### src/rtl/edge_cfg_pkg.sv
// Shared configuration constants for the edge-detection pipeline:
// display mode encodings, key bit positions and threshold defaults.
package edge_cfg_pkg;

    // Display modes, in key-cycling order
    localparam logic [1:0] MODE_RAW   = 2'd0;
    localparam logic [1:0] MODE_GRAY  = 2'd1;
    localparam logic [1:0] MODE_SOBEL = 2'd2;
    localparam logic [1:0] MODE_BIN   = 2'd3;

    // Bit positions inside key_vld
    localparam int KEY_UP   = 0;
    localparam int KEY_DOWN = 1;
    localparam int KEY_MODE = 2;
    localparam int KEY_RST  = 3;

    // Threshold defaults, also used by the Sobel/binarise stages
    localparam int KEY_W_DEF    = 4;
    localparam int THR_W_DEF    = 8;
    localparam int THR_DEF_C    = 100;
    localparam int THR_STEP_C   = 5;
    localparam int THR_MIN_C    = 10;
    localparam int THR_MAX_C    = 250;

    // Next mode when the mode key is pressed: RAW -> GRAY -> SOBEL -> BIN -> RAW
    function automatic logic [1:0] next_mode(input logic [1:0] mode);
        logic [1:0] nxt;
        case (mode)
            MODE_RAW:   nxt = MODE_GRAY;
            MODE_GRAY:  nxt = MODE_SOBEL;
            MODE_SOBEL: nxt = MODE_BIN;
            MODE_BIN:   nxt = MODE_RAW;
            default:    nxt = MODE_RAW;
        endcase
        return nxt;
    endfunction

    // Threshold keys only matter in modes that actually use a threshold
    function automatic logic thr_mode_active(input logic [1:0] mode);
        return (mode == MODE_SOBEL) || (mode == MODE_BIN);
    endfunction

endpackage

### src/rtl/key_cfg_ctrl_if.sv
// Key/frame-sync inputs and committed configuration outputs of key_cfg_ctrl.
interface key_cfg_ctrl_if #(
    parameter int KEY_W = 4,
    parameter int THR_W = 8
) ();
    logic [KEY_W-1:0] key_vld;
    logic             vsync;
    logic [THR_W-1:0] thr_cfg;
    logic [1:0]       mode_cfg;
    logic             cfg_upd;
    logic             pend;

    modport master (
        output key_vld, vsync,
        input  thr_cfg, mode_cfg, cfg_upd, pend
    );

    modport slave (
        input  key_vld, vsync,
        output thr_cfg, mode_cfg, cfg_upd, pend
    );
endinterface

### src/rtl/key_cfg_ctrl_sat_step.sv
// Saturating +/- THR_STEP on the threshold, clamped to [THR_MIN, THR_MAX],
// with a flag telling whether each result differs from the input.
module sat_step #(
    parameter int THR_W    = 8,
    parameter int THR_STEP = 5,
    parameter int THR_MIN  = 10,
    parameter int THR_MAX  = 250
) (
    input  logic [THR_W-1:0] thr_i,
    output logic [THR_W-1:0] up_o,
    output logic             up_chg_o,
    output logic [THR_W-1:0] dn_o,
    output logic             dn_chg_o
);
    // One extra bit so thr + STEP cannot wrap before the clamp
    localparam logic [THR_W:0] STEP_X  = (THR_W+1)'(THR_STEP);
    localparam logic [THR_W:0] MIN_X   = (THR_W+1)'(THR_MIN);
    localparam logic [THR_W:0] MAX_X   = (THR_W+1)'(THR_MAX);
    localparam logic [THR_W:0] FLOOR_X = MIN_X + STEP_X;

    logic [THR_W:0] sum_s;
    logic [THR_W:0] diff_s;

    // Clamped increment and decrement candidates
    always_comb begin
        sum_s  = {1'b0, thr_i} + STEP_X;
        diff_s = {1'b0, thr_i} - STEP_X;
        if (sum_s > MAX_X) begin
            up_o = MAX_X[THR_W-1:0];
        end else begin
            up_o = sum_s[THR_W-1:0];
        end
        if ({1'b0, thr_i} < FLOOR_X) begin
            dn_o = MIN_X[THR_W-1:0];
        end else begin
            dn_o = diff_s[THR_W-1:0];
        end
        up_chg_o = (up_o != thr_i);
        dn_chg_o = (dn_o != thr_i);
    end
endmodule

### src/rtl/key_cfg_ctrl.sv
// Key-driven run-time configuration for the edge pipeline. Key edits land in
// shadow registers; the shadow is copied to the outputs only on a vsync rise,
// so a frame never sees a half-applied configuration.
module key_cfg_ctrl
    import edge_cfg_pkg::*;
#(
    parameter int KEY_W    = KEY_W_DEF,
    parameter int THR_W    = THR_W_DEF,
    parameter int THR_DEF  = THR_DEF_C,
    parameter int THR_STEP = THR_STEP_C,
    parameter int THR_MIN  = THR_MIN_C,
    parameter int THR_MAX  = THR_MAX_C
) (
    input  logic           clk,
    input  logic           rst_n,
    key_cfg_ctrl_if.slave  bus
);
    if ((KEY_W < 4) || (THR_STEP <= 0) || (THR_MIN > THR_DEF) ||
        (THR_DEF > THR_MAX) || (THR_MAX >= (1 << THR_W))) begin : g_param_err
        $error("key_cfg_ctrl: illegal parameter set");
    end

    localparam logic [THR_W-1:0] THR_DEF_V = THR_W'(THR_DEF);

    logic [THR_W-1:0] thr_sh_q,  thr_sh_d;
    logic [1:0]       mode_sh_q, mode_sh_d;
    logic [THR_W-1:0] thr_cfg_q, thr_cfg_d;
    logic [1:0]       mode_cfg_q, mode_cfg_d;
    logic             cfg_upd_q, cfg_upd_d;
    logic             pend_q,    pend_d;
    logic             vsync_q;
    logic             vs_rise_q;
    logic             vs_rise_s;
    logic             act_s;
    logic             commit_s;

    logic [THR_W-1:0] up_val_s, dn_val_s;
    logic             up_chg_s, dn_chg_s;

    sat_step #(
        .THR_W    (THR_W),
        .THR_STEP (THR_STEP),
        .THR_MIN  (THR_MIN),
        .THR_MAX  (THR_MAX)
    ) u_sat_step (
        .thr_i    (thr_sh_q),
        .up_o     (up_val_s),
        .up_chg_o (up_chg_s),
        .dn_o     (dn_val_s),
        .dn_chg_o (dn_chg_s)
    );

    assign vs_rise_s = bus.vsync & ~vsync_q;
    assign commit_s  = vs_rise_q & pend_q;

    // Single prioritised key action into the shadow, plus pend/commit next state
    always_comb begin
        thr_sh_d   = thr_sh_q;
        mode_sh_d  = mode_sh_q;
        act_s      = 1'b0;
        if (bus.key_vld[KEY_RST]) begin
            if (thr_sh_q != THR_DEF_V) begin
                thr_sh_d = THR_DEF_V;
                act_s    = 1'b1;
            end else begin
                act_s    = 1'b0;
            end
        end else if (bus.key_vld[KEY_MODE]) begin
            mode_sh_d = next_mode(mode_sh_q);
            act_s     = 1'b1;
        end else if (bus.key_vld[KEY_UP]) begin
            if (thr_mode_active(mode_sh_q) && up_chg_s) begin
                thr_sh_d = up_val_s;
                act_s    = 1'b1;
            end else begin
                act_s    = 1'b0;
            end
        end else if (bus.key_vld[KEY_DOWN]) begin
            if (thr_mode_active(mode_sh_q) && dn_chg_s) begin
                thr_sh_d = dn_val_s;
                act_s    = 1'b1;
            end else begin
                act_s    = 1'b0;
            end
        end else begin
            act_s = 1'b0;
        end

        if (act_s) begin
            pend_d = 1'b1;
        end else if (commit_s) begin
            pend_d = 1'b0;
        end else begin
            pend_d = pend_q;
        end

        // Commit publishes the pre-action shadow; a same-cycle key edit waits
        if (commit_s) begin
            thr_cfg_d  = thr_sh_q;
            mode_cfg_d = mode_sh_q;
        end else begin
            thr_cfg_d  = thr_cfg_q;
            mode_cfg_d = mode_cfg_q;
        end
        cfg_upd_d = commit_s;
    end

    // State registers; vsync_q resets high so vsync already high gives no edge
    always_ff @(posedge clk or negedge rst_n) begin
        if (!rst_n) begin
            thr_sh_q   <= THR_DEF_V;
            mode_sh_q  <= MODE_RAW;
            thr_cfg_q  <= THR_DEF_V;
            mode_cfg_q <= MODE_RAW;
            cfg_upd_q  <= 1'b0;
            pend_q     <= 1'b0;
            vsync_q    <= 1'b1;
            vs_rise_q  <= 1'b0;
        end else begin
            thr_sh_q   <= thr_sh_d;
            mode_sh_q  <= mode_sh_d;
            thr_cfg_q  <= thr_cfg_d;
            mode_cfg_q <= mode_cfg_d;
            cfg_upd_q  <= cfg_upd_d;
            pend_q     <= pend_d;
            vsync_q    <= bus.vsync;
            vs_rise_q  <= vs_rise_s;
        end
    end

    assign bus.thr_cfg  = thr_cfg_q;
    assign bus.mode_cfg = mode_cfg_q;
    assign bus.cfg_upd  = cfg_upd_q;
    assign bus.pend     = pend_q;

endmodule

### src/flat_wrapper.sv
// flat-port wrapper written by rule: the top's interface ports become plain ports
module key_cfg_ctrl_flat import edge_cfg_pkg::*;
#(
    parameter int KEY_W    = KEY_W_DEF,
    parameter int THR_W    = THR_W_DEF,
    parameter int THR_DEF  = THR_DEF_C,
    parameter int THR_STEP = THR_STEP_C,
    parameter int THR_MIN  = THR_MIN_C,
    parameter int THR_MAX  = THR_MAX_C
)
  (clk, rst_n, bus_key_vld, bus_vsync, bus_thr_cfg, bus_mode_cfg, bus_cfg_upd, bus_pend);
  key_cfg_ctrl_if #(.KEY_W(KEY_W), .THR_W(THR_W)) bus_i ();
  input  logic clk;
  input  logic rst_n;
  input wire logic [$bits(bus_i.key_vld)-1:0] bus_key_vld;
  input wire logic [$bits(bus_i.vsync)-1:0] bus_vsync;
  output wire logic [$bits(bus_i.thr_cfg)-1:0] bus_thr_cfg;
  output wire logic [$bits(bus_i.mode_cfg)-1:0] bus_mode_cfg;
  output wire logic [$bits(bus_i.cfg_upd)-1:0] bus_cfg_upd;
  output wire logic [$bits(bus_i.pend)-1:0] bus_pend;
  assign bus_i.key_vld = bus_key_vld;
  assign bus_i.vsync = bus_vsync;
  assign bus_thr_cfg = bus_i.thr_cfg;
  assign bus_mode_cfg = bus_i.mode_cfg;
  assign bus_cfg_upd = bus_i.cfg_upd;
  assign bus_pend = bus_i.pend;
  key_cfg_ctrl #(.KEY_W(KEY_W), .THR_W(THR_W), .THR_DEF(THR_DEF), .THR_STEP(THR_STEP), .THR_MIN(THR_MIN), .THR_MAX(THR_MAX)) u_core (.clk(clk), .rst_n(rst_n), .bus(bus_i));
endmodule
### config.mk
export PLATFORM = sky130hd
export DESIGN_NAME = key_cfg_ctrl_flat
export DESIGN_NICKNAME = d
export VERILOG_FILES = /design/src/rtl/edge_cfg_pkg.sv /design/src/rtl/key_cfg_ctrl_if.sv /design/src/rtl/key_cfg_ctrl_sat_step.sv /design/src/rtl/key_cfg_ctrl.sv /design/src/flat_wrapper.sv
export SDC_FILE = /design/constraint.sdc
export NUM_CORES = 1
export LEC_CHECK = 0
export CORE_ASPECT_RATIO = 1.2
export CORE_MARGIN = 5
export CORE_UTILIZATION = 55
export CTS_CLUSTER_SIZE = 40
export DETAILED_ROUTE_END_ITERATION = 8
export PLACE_DENSITY = 0.87
export RECOVER_POWER = 25
export SYNTH_ARGS = -nofsm -noshare
export SYNTH_HDL_FRONTEND = slang
export SYNTH_SLANG_ARGS = --single-unit
### constraint.sdc
create_clock -name clk -period 3 [get_ports clk]
set_clock_uncertainty 0.15 [all_clocks]
set_input_delay 0.45 -clock clk [delete_from_list [all_inputs] [get_ports clk]]
set_output_delay 0.45 -clock clk [all_outputs]
set_load 0.005 [all_outputs]
# ---- Word-level counts from Yosys, hierarchy flattened
# Index checks and enable logic that the tools add are counted.
dict set report totals {
  ff_bits 24
  output_inout_bits 12
  wordCells 53
}
dict set report op_classes {
  n_addsub 2
  n_lt_le_gt_ge 2
  n_eq_ne 9
  mux 19
  bitwise 4
  n_reduce_logical 9
}
# cell count
set ops {}
lappend ops {{8-bit two-way mux} 9}
lappend ops {{8-bit inequality test} 2}
lappend ops {{8-bit by 3-bit adder with 9-bit output (second input constant)} 1}
lappend ops {{9-bit by 8-bit greater-than comparator with 1-bit output (second input constant)} 1}
lappend ops {{1-bit two-way mux} 9}
lappend ops {{8-bit by 4-bit < comparator with 1-bit output (second input constant)} 1}
lappend ops {{8-bit by 7-bit inequality test with 1-bit output (second input constant)} 1}
lappend ops {{2-bit case mux with 4 select lines} 1}
lappend ops {{8-bit by 3-bit subtractor with 8-bit output (second input constant)} 1}
lappend ops {{3-bit nonzero test} 2}
lappend ops {{5-bit AND reduction} 1}
lappend ops {{2-bit equality test (second input constant)} 2}
lappend ops {{2-bit by 1-bit inequality test with 1-bit output (second input constant)} 2}
lappend ops {{3-bit by 1-bit inequality test with 1-bit output (second input constant)} 1}
lappend ops {{1-bit bitwise AND} 2}
lappend ops {{2-bit by 1-bit equality test with 1-bit output (second input constant)} 1}
lappend ops {{1-bit logical AND} 2}
lappend ops {{2-bit logical NOT} 1}
lappend ops {{1-bit NOT} 2}
lappend ops {{2-bit AND reduction} 1}
lappend ops {{2-bit nonzero test} 1}
lappend ops {{1-bit logical OR} 1}

# ---- Depth between registers and ports, before layout
# Gate-level depths: netlist (run 1).
dict set report depth {
  word_depth 10
  mapped_depth 8
  depth_no_buf 7
}

# ---- Modules after synthesis
# From an unflattened synthesis (run 1), not the netlist that was laid out.
dict set report unflattened {
  hier_cells 154
  area_unflattened_um2 1555.2
}
# mod instances cells_per_inst area_each_um2
set modules_own_cells {}
lappend modules_own_cells {key_cfg_ctrl 1 87 1124.8}
lappend modules_own_cells {sat_step 1 67 430.4}

# ---- Least setup slack after synthesis (run 1)
# Ideal clock, no wire load.
dict set report synth_timing {
  path_kind {reg-to-reg}
  start {reg u_core.thr_sh_q[0]}
  end {reg u_core.thr_sh_q[1]}
  arrival_ns 1.817
  setup_slack_ns 0.968
  stages_incl_launch_ff 7
  path_cell_list {dfrtp_1 -> ha_1 -> o211ai_2 -> o2111a_2 -> a31oi_4 -> a2111oi_2 -> a21o_1}
}
dict set report synth_between {
  elab_chain_len 7
  elab_cells_between_ends 21
  classes_between {add/sub: 2; order compare: 2; eq/ne: 5; mux: 8; reduce/logical: 4}
}
# item line
set synth_lines {}
lappend synth_lines {{start, declared} key_cfg_ctrl.sv:25} ;# logic [THR_W-1:0] thr_sh_q, thr_sh_d;
lappend synth_lines {{start signal, assigned} key_cfg_ctrl.sv:120} ;# thr_sh_q <= thr_sh_d;
lappend synth_lines {{8-bit by 3-bit adder with 9-bit output, or another cell as far along} key_cfg_ctrl_sat_step.sv:26} ;# sum_s = {1'b0, thr_i} + STEP_X;
lappend synth_lines {{9-bit by 8-bit greater-than comparator with 1-bit output / 8-bit two-way mux (equally long branches)} {key_cfg_ctrl_sat_step.sv:28, key_cfg_ctrl_sat_step.sv:33}}
lappend synth_lines {{8-bit two-way mux, on equally long branches} {key_cfg_ctrl_sat_step.sv:28, key_cfg_ctrl.sv:79}}
lappend synth_lines {{8-bit inequality test, or another cell as far along} key_cfg_ctrl_sat_step.sv:38} ;# up_chg_o = (up_o != thr_i);
lappend synth_lines {{1-bit logical AND / 8-bit two-way mux (equally long branches)} {key_cfg_ctrl.sv:72, key_cfg_ctrl.sv:71}}
lappend synth_lines {{3-bit by 1-bit inequality test with 1-bit output (no source line) / 8-bit two-way mux (equally long branches)} -}
lappend synth_lines {{5-bit AND reduction (no source line) / 8-bit two-way mux (equally long branches)} -}
# Parallel ways exist; a longest one is shown, timed or not. The select of a mux whose other input is x is not followed.
# A chain may end at the register's enable or synchronous reset.

# ---- Final worst setup path (run 1)
# Same ends and word-level chain as after synthesis.

==> impl_metrics.yaml, run 1 <==
synth:
  synth-edff-count: 0
  syn_inst: 165
  ys_types: 49
  ys_seq_elements: 24
  yosysWarnings: 0
  syn_area_um2: 1590
  syn_avg_cell_area_um2: 9.66
  seq_area_frac_synth_pct: 38.2
  async_flop_share_pct: 100
  synth_fp_nets: 179
  synthFlopType: "dfrtp_1"
die:
  core.rowCount: 21
  io_pins: 19
  dieHeight_um: 69.0
  start_util_pct: 57.2
  die_x_um: 59.1
  die_area_um2: 4080
  fp.coreArea_um2: 2790
clocking:
  ctsResizeCount: 0
  clockBufferDepth: 2
  post_cts_buffers: 0
  ctsHoldBuffers: 0
  root_buffer: "clkbuf_4"
  path_clk_slew_ns: 0.12
  cts_htree_levels: 1
  clock_latency_ns: 0.32
  cts_inserted_buffers: 3
  cts_tree: "done"
  clkSinkCount: 24
route:
  ant_nets: 0
  num_vias: 1303
  wl_per_cell_um: 16.1
  drc_errors: 0
  totalWireLength_um: 3460
  drtPass1Iterations: 4
  drt_iter0_drc: 66
  viasPerCell: 6.06
cells_and_area:
  area_growth_pct: 13.2
  multi_input_area_um2: 875
  drive_gt1_share_pct: 17.1
  layout.nets: 196
  fin_area_um2: 1800
  seqCellArea_um2: 609
  antennaDiodeCount: 0
  fillerInstances: 225
flow_run:
  maxCapViolations: 0
power_and_ir_drop:
  p_per_area_nw_per_um2: 860
  totalPowerFinal_mw: 1.55
  p_leak_nw: 0.752
  max-vdd-ir-drop_mv: 0.406
sta:
  worst_pin_slew_ns: 0.968
  final_max_slew_viol_count: 0
  period_needed_ns: 2.37
  worst_slack_ns: 0.626
  rsz0062_at_grt: "false"
  relSlewSlack_pct: 35.3
  setup_viol: 0
  finalCritPeriodShare_pct: 79.1
  hold_viol_final: 0
  timing.fmax_ghz: 0.421
  tns_ns: 0
worst_setup_path:
  endpoint_kind: "flip-flop"
  cp-start-kind: "flip-flop"
  crit_fanout: 8
  crit_chain: "ha_1 -> o211ai_2 -> o21ai_1 -> a31oi_4 -> a2111oi_2 -> a21o_1"
  cp_slowest_cell: "dfrtp_1"
  crit_buf_inv: 0
  cp_data_arrival_time_ns: 2.49
  crit_path_max_incr_delay_ns: 0.52
  crit_type: "flip-flop to flip-flop"
  cp_top_family: "compound AO/OA/AOI/OAI gates"
  required_ns: 3.12
placement:
  place_area_um2: 1780
  dp_slack_ns: 0.458
  gp_congestion: 0.961
  portBuffers: 18
  dp_hpwl_um: 2610
grt:
  grt.total_usage_pct: 19.5
  grt_max_degree: 24
  grt_pass1_wl_um: 5940
  antenna_found_initial: 0
  grt_pass1_vias: 1248
  grt-ovfl-total: 0
outcome:
  status: "finished clean"
hold_path:
  hp-class: "flip-flop to flip-flop"
## cell usage in the layout (no fill, tap or decap), types with 2 or more instances in the layout
cell type	count
nor3_1	6
ha_1	7
clkbuf_1	2
a21oi_2	2
clkdlybuf4s50_1	16
dfstp_2	7
inv_1	12
a21oi_1	7
o21ai_0	12
dfrtp_1	17
nand3b_1	2
dlygate4sd3_1	2
o31ai_1	2
nor2b_1	6
o22a_1	2
buf_4	3
nand2_1	11
nand3_1	5
nor2_1	12
mux2_2	5
clkbuf_4	3
a21o_1	2
o22ai_2	2
o21ai_1	5
a211o_1	2
nand2b_1	3
xnor2_1	2
## state kept, by name (all words and copies together) (netlist names)
name and cells:
u_core.vsync_q 1, u_core.thr_sh_q 8, u_core.bus.pend 1, u_core.bus.cfg_upd 1, u_core.vs_rise_q 1, u_core.bus.thr_cfg 8
u_core.mode_sh_q 2, u_core.bus.mode_cfg 2
## worst reg2reg max path, stage by stage, from the launching register on
cell,delay [ns]
dfrtp_1,0.52
ha_1,0.42
o211ai_2,0.20
o21ai_1,0.43
a31oi_4,0.10
a2111oi_2,0.40
a21o_1,0.12
## where the power goes
part	internal [mW]	switching (mW)
Clock	0.0521	0.0934
Sequential	0.466	0.172
Combinational	0.373	0.395
Total	0.892	0.661
## worst paths after layout
kind                                                   start                           endpoint  slack [ns]  cells after the start
setup / recovery              u_core.thr_sh_q[0]$_DFFE_PN0P_     u_core.thr_sh_q[1]$_DFFE_PN0P_        0.63                      6
hold / removal             u_core.bus.thr_cfg[5]$_DFFE_PN1P_  u_core.bus.thr_cfg[5]$_DFFE_PN1P_        0.35                      2
setup reg to reg              u_core.thr_sh_q[0]$_DFFE_PN0P_     u_core.thr_sh_q[1]$_DFFE_PN0P_        0.63                      6
hold reg to reg            u_core.bus.thr_cfg[5]$_DFFE_PN1P_  u_core.bus.thr_cfg[5]$_DFFE_PN1P_        0.35                      2
max in group asynchronous                              rst_n     u_core.thr_sh_q[6]$_DFFE_PN1P_        1.44                      2
min in group asynchronous                              rst_n     u_core.thr_sh_q[0]$_DFFE_PN0P_        0.57                      1
## cell usage after synthesis (2+ instances only)
library cell  number  area share (%)
a21oi_2            2             1.1
nor2b_1            6             2.4
buf_6              3             2.1
nand2_1           11             2.6
inv_1             12             2.8
a211o_1            2             1.1
nand3b_1           2            0.94
mux2_2             5             3.5
nor2_1            12             2.8
o22a_1             2             1.1
buf_2              4             1.3
o22ai_2            2             1.6
nor3_1             6             1.9
a21oi_1            7             2.2
a21o_1             2            0.94
clkbuf_1           3            0.71
o31ai_1            2            0.94
nand2b_1           3             1.2
dfrtp_1           17              27
o21ai_0           12             3.8
o21ai_1            5             1.6
nand3_1            5             1.6
dfstp_2            7              12
ha_1               7             5.5
xnor2_1            2             1.1
## final cells by class
| cell class | instances | area share, % |
|---|---|---|
| Clock buffer | 4 | 1.46 |
| Inverter | 12 | 2.50 |
| Multi-Input combinational cell | 119 | 48.5 |
| Sequential cell | 24 | 33.8 |
| Tap cell | 34 | 2.36 |
| Timing Repair Buffer | 22 | 11.4 |
## stage by stage
step	util, %	cells	hold WS, ns
after floorplan	-	165	0.00441
after global placement	64.0	211	0.315
after detailed placement	64.0	211	0.330
after CTS	64.9	215	0.356
after global routing	64.8	215	0.372
final	64.8	215	0.350
## routing by layer
metal	track usage, %	vias up	routed length, um
li1	-	621	-
met1	25.3	619	1480
met2	31.4	51	1650
met3	3.17	12	221
met4	9.92	0	100
met5	0	-	0
## cells by family after synthesis
family / share of synthesized area [%]
AOI/OAI and AO/OA: 25.9
DFF: 38.2
adders and majority gates: 5.49
and+or+nand+nor: 18.3
muxes: 3.53
buffers and inverters: 6.91
xor gates and xnor gates: 1.65
(Power assumes the default switching activity.)
==> run 2: changes to the inputs <==
--- a/config.mk
+++ b/config.mk
@@ -7,10 +7,10 @@
 export LEC_CHECK = 0
 export CORE_ASPECT_RATIO = 1.2
 export CORE_MARGIN = 5
-export CORE_UTILIZATION = 55
+export CORE_UTILIZATION = 50
 export CTS_CLUSTER_SIZE = 40
 export DETAILED_ROUTE_END_ITERATION = 8
-export PLACE_DENSITY = 0.87
+export PLACE_DENSITY = 0.84
 export RECOVER_POWER = 25
 export SYNTH_ARGS = -nofsm -noshare
 export SYNTH_HDL_FRONTEND = slang
==> constraint.sdc (replaced) <==
create_clock -name clk -period 2.1 [get_ports clk]
set_clock_uncertainty 0.15 [all_clocks]
set_input_delay 0.315 -clock clk [delete_from_list [all_inputs] [get_ports clk]]
set_output_delay 0.315 -clock clk [all_outputs]
set_load 0.005 [all_outputs]
==> run 2 against run 1 <==
  * The flow now finishes with violations (negative setup slack)
  * Sequential share of layout area decreased by 5.5 points
  * Fmax is 11% higher
  * Clock power up 83%
  * Sequential power rose by 35%
  * Non-clock buffer count rose by 29
  * Critical path type unchanged
  * Largest power group unchanged
==> impl_metrics.yaml, run 2 (synthesis gave the netlist of run 1 again) <==
cells_and_area:
  layout.nets: 225
  antennaDiodeCount: 0
  layout_commonest_cell: "buf_4"
  area_growth_pct: 35.6
  utilization_pct: 70.7
  fin_cells: 246
  seqCellArea_um2: 611
  fillerInstances: 207
  drive_gt1_share_pct: 35.2
  final_cell_mix: "buf_4, clkdlybuf4s50_1, dfrtp_1"
  multi_input_area_um2: 981
grt:
  grt.busiest_layer: "met2"
  antenna_found_initial: 0
  grt_pass1_vias: 1519
  grt.total_usage_pct: 20.8
  grtUsageMet3_pct: 3.78
  grt-ovfl-total: 0
  grtUsageMet2_pct: 34.7
  grtUsageMet1_pct: 25.7
  grt_pass1_wl_um: 7040
  grt_max_degree: 25
power_and_ir_drop:
  swShare_pct: 42.2
  p_leak_nw: 0.919
  internal_power_mw: 1.64
  p_per_area_nw_per_um2: 1310
  switchingPower_mw: 1.20
  seqPwrFrac_pct: 30.3
  max-vdd-ir-drop_mv: 0.842
  pwr-share-clk_pct: 9.4
  power_frac_comb_pct: 60.4
clocking:
  clock_latency_ns: 0.33
  cts_inserted_buffers: 3
  cts_tree: "done"
  clockBufferDepth: 2
  cts_htree_levels: 1
  clkSinkCount: 24
  root_buffer: "clkbuf_4"
  path_clk_slew_ns: 0.15
sta:
  finalCritPeriodShare_pct: 102
  worst_pin_slew_ns: 1.33
  setup_viol: 2
  timing.fmax_ghz: 0.469
  rsz0062_at_grt: "true"
  tns_ns: -0.0571
  hold_slack_ns: 0.338
  relSlewSlack_pct: 11.4
  period_needed_ns: 2.13
  worst_slack_ns: -0.0334
  final_max_slew_viol_count: 0
  hold_viol_final: 0
worst_setup_path:
  crit_path_max_incr_delay_ns: 0.46
  required_ns: 2.21
  endpoint_kind: "flip-flop"
  cp_top_family: "compound AO/OA/AOI/OAI gates"
  crit_buf_inv: 2
  crit_type: "flip-flop to flip-flop"
  cp_slowest_cell: "dfrtp_1"
  cp-start-kind: "flip-flop"
  crit_chain: "buf_4 -> ha_4 -> o211ai_4 -> buf_4 -> nor2_1 -> o221a_2 -> a311oi_2 -> o21ai_1"
  cp_data_arrival_time_ns: 2.25
  critPathMostFrequentCell: "buf_4"
  crit_fanout: 5
  crit_cells: 8
  worstRegToRegCells: 8
route:
  num_vias: 1486
  ant_nets: 0
  drtPass1Iterations: 4
  drc_errors: 0
  totalWireLength_um: 4650
  wl_per_cell_um: 18.9
  drt_iter0_drc: 138
  viasPerCell: 6.04
placement:
  place_inst: 235
  dp_slack_ns: -0.0552
  gp_congestion: 0.951
  dp_hpwl_um: 3120
  portBuffers: 18
outcome:
  violations: "negative setup slack"
  status: "finished with violations"
flow_run:
  maxCapViolations: 0
die:
  io_pins: 19
  core.rowCount: 22
  dieHeight_um: 71.9
  start_util_pct: 52.2
  fp.coreArea_um2: 3060
  die_x_um: 61.5
  die_area_um2: 4420
hold_path:
  hp-class: "flip-flop to flip-flop"
  holdPathStages: 2
## run 2: final cells by class
type,instances,share of cell area (%)
Timing Repair Buffer,51,20.5
Tap cell,36,2.08
Sequential cell,24,28.3
Inverter,12,2.08
Clock buffer,4,1.68
Multi-Input combinational cell,119,45.4
## run 2: power groups by stage
stage / combinational [mW] / sequential (mW) / clock (mW)
floorplan: 0.854 / 0.799 / 0
CTS: 1.43 / 0.845 / 0.261
global placement: 1.30 / 0.845 / 0
finish: 1.71 / 0.859 / 0.265
detailed placement: 1.35 / 0.865 / 0
global route: 1.85 / 0.878 / 0.282
## run 2: what timing repair did
| item | CTS | global route |
|---|---|---|
| setup endpoints to repair | 5 | 8 |
| gates resized for setup | 3 | 22 |
| hold buffers | 0 | 0 |
| pin swaps | 0 | 12 |
| setup buffers | 3 | 5 |
## run 2: per-layer routing
| layer | routed length (um) | vias up |
|---|---|---|
| met4 | 86 | 0 |
| met1 | 1870 | 739 |
| met5 | 0 | - |
| met3 | 213 | 10 |
| met2 | 2480 | 54 |
| li1 | - | 683 |
## run 2: path summary, 6_finish.rpt
path / slack (ns) / startpoint / end
hold reg to reg: 0.34 / u_core.bus.thr_cfg[5]$_DFFE_PN1P_ / u_core.bus.thr_cfg[5]$_DFFE_PN1P_
max in group asynchronous: 0.30 / rst_n / u_core.thr_sh_q[7]$_DFFE_PN0P_
min in group asynchronous: 0.63 / rst_n / u_core.vs_rise_q$_DFF_PN0_
setup / recovery: -0.03 / u_core.thr_sh_q[1]$_DFFE_PN0P_ / u_core.thr_sh_q[6]$_DFFE_PN1P_
hold / removal: 0.34 / u_core.bus.thr_cfg[5]$_DFFE_PN1P_ / u_core.bus.thr_cfg[5]$_DFFE_PN1P_
setup reg to reg: -0.03 / u_core.thr_sh_q[1]$_DFFE_PN0P_ / u_core.thr_sh_q[6]$_DFFE_PN1P_
## run 2: worst min-delay path, delay by kind of cell (launching register included)
family	cells	cell delay, ns
flops	1	0.39
simple gates	1	0.04
compound gates	1	0.06
## run 2: per-stage QoR
| step | power, mW | area (um2) |
|---|---|---|
| floorplan | 1.65 | 1590 |
| global placement | 2.14 | 1950 |
| detailed placement | 2.22 | 1950 |
| CTS | 2.54 | 2020 |
| global route | 3.01 | 2160 |
| finish | 2.84 | 2160 |
==> run 3: changes to the inputs <==
--- a/config.mk
+++ b/config.mk
@@ -10,7 +10,7 @@
 export CORE_UTILIZATION = 50
 export CTS_CLUSTER_SIZE = 40
 export DETAILED_ROUTE_END_ITERATION = 8
-export PLACE_DENSITY = 0.84
+export PLACE_DENSITY_LB_ADDON = 0.2
 export RECOVER_POWER = 25
 export SYNTH_ARGS = -nofsm -noshare
 export SYNTH_HDL_FRONTEND = slang
==> run 3 against run 2 <==
  * The run now ends clean
  * Setup slack gained 0.065 ns
  * First-iteration DRC count shrank 54%
  * Sequential power grew 5.2%
  * Sequential cell count is the same
  * Clock power shrank 6%
  * Hold slack gained 0.0030 ns
  * Critical endpoint is now u_core.thr_sh_q[0]$_DFFE_PN0P_
  * Largest cell class unchanged
==> impl_metrics.yaml, run 3 (synthesis gave the netlist of run 1 again) <==
cells_and_area:
  antennaDiodeCount: 0
  drive_gt1_share_pct: 31.5
  fin_cells: 236
  utilization_pct: 67.1
  fin_area_um2: 2050
  area_growth_pct: 28.7
  final_cell_mix: "buf_4, clkdlybuf4s50_1, dfrtp_1"
  layout.nets: 215
  layout_commonest_cell: "buf_4"
placement:
  place_area_um2: 1920
  gp_congestion: 0.886
  dp_hpwl_um: 2880
  portBuffers: 18
  place_inst: 230
power_and_ir_drop:
  switchingPower_mw: 1.03
  seqPwrFrac_pct: 35.7
  p_per_area_nw_per_um2: 1230
  pwr-share-clk_pct: 9.8
  swShare_pct: 40.7
  power_frac_comb_pct: 54.5
  internal_power_mw: 1.50
  max-vdd-ir-drop_mv: 0.757
  p_leak_nw: 0.864
die:
  die_area_um2: 4420
  io_pins: 19
  fp.coreArea_um2: 3060
  dieHeight_um: 71.9
  die_x_um: 61.5
  start_util_pct: 52.2
  core.rowCount: 22
clocking:
  clock_latency_ns: 0.32
  clockBufferDepth: 2
  path_clk_slew_ns: 0.14
  clkSinkCount: 24
  cts_htree_levels: 1
  cts_inserted_buffers: 3
  root_buffer: "clkbuf_4"
  cts_tree: "done"
grt:
  grt-ovfl-total: 0
  grt_max_degree: 25
  grt_pass1_wl_um: 6310
  grt_pass1_vias: 1352
  antenna_found_initial: 0
  grt.total_usage_pct: 18.5
worst_setup_path:
  worstRegToRegCells: 7
  cp-start-kind: "flip-flop"
  cp_data_arrival_time_ns: 2.16
  required_ns: 2.19
  endpoint_kind: "flip-flop"
  crit_fanout: 4
  crit_type: "flip-flop to flip-flop"
route:
  drt_iter0_drc: 64
  wl_per_cell_um: 15.8
  drtPass1Iterations: 4
  drc_errors: 0
  num_vias: 1355
  ant_nets: 0
  viasPerCell: 5.74
  totalWireLength_um: 3730
sta:
  rsz0062_at_grt: "true"
  hold_viol_final: 0
  worst_pin_slew_ns: 1.24
  hold_slack_ns: 0.341
  setup_viol: 0
  relSlewSlack_pct: 17.3
  tns_ns: 0
  finalCritPeriodShare_pct: 98.5
  timing.fmax_ghz: 0.484
  final_max_slew_viol_count: 0
  period_needed_ns: 2.07
hold_path:
  holdPathStages: 2
  hp-class: "flip-flop to flip-flop"
outcome:
  status: "finished clean"
flow_run:
  maxCapViolations: 0
run 3: worst paths after layout:
check	endpoint	slack, ns	startpoint
setup reg to reg	u_core.thr_sh_q[0]$_DFFE_PN0P_	0.03	u_core.thr_sh_q[1]$_DFFE_PN0P_
hold / removal	u_core.bus.thr_cfg[2]$_DFFE_PN1P_	0.34	u_core.bus.thr_cfg[2]$_DFFE_PN1P_
hold reg to reg	u_core.bus.thr_cfg[2]$_DFFE_PN1P_	0.34	u_core.bus.thr_cfg[2]$_DFFE_PN1P_
min in group asynchronous	u_core.vs_rise_q$_DFF_PN0_	0.61	rst_n
max in group asynchronous	u_core.thr_sh_q[0]$_DFFE_PN0P_	0.38	rst_n
setup / recovery	u_core.thr_sh_q[0]$_DFFE_PN0P_	0.03	u_core.thr_sh_q[1]$_DFFE_PN0P_
run 3: layout make-up:
class,instances,area (um2)
clock buffer,4,36.3
fill,257,1000
timing repair buffer,41,365
multi-input combinational,119,948
sequential,24,611
tap,36,45.0
inverter,12,45.0
run 3: power by group through the flow:
stage / registers [mW] / logic (mW) / clock network, mW
2_1_floorplan: 0.799 / 0.854 / 0
6_report: 0.904 / 1.38 / 0.249
5_1_grt: 0.932 / 1.52 / 0.269
3_5_place_dp: 0.901 / 1.26 / 0
4_1_cts: 0.890 / 1.27 / 0.252
3_3_place_gp: 0.882 / 1.22 / 0
run 3: stage by stage:
step / setup slack (ns) / total power [mW]
finish: 0.0320 / 2.53
global route: -0.0679 / 2.72
CTS: 0.00230 / 2.41
global placement: -0.0214 / 2.10
floorplan: 0.0684 / 1.65
detailed placement: -0.0477 / 2.16
run 3: what timing repair did:
action / CTS / global route
endpoints found under the hold margin: 0 / 0
endpoints found under the setup margin: 0 / 7
setup buffers: 0 / 2
hold buffers: 0 / 0
gates resized for setup: 0 / 16
run 3: worst max-delay path, cell delays in order (launching register included):
cell	delay (ns)
dfrtp_1	0.46
inv_2	0.13
ha_4	0.21
nor2b_4	0.12
a211o_1	0.29
a31oi_4	0.29
a21oi_2	0.06
o31ai_2	0.25
run 3: layer usage:
layer	GRT usage (%)	vias to the layer above	wire length [um]
met5	0	-	0
met4	5.42	0	68
met3	2.52	9	196
met2	31.2	45	1920
met1	24.0	638	1550
li1	-	663	-
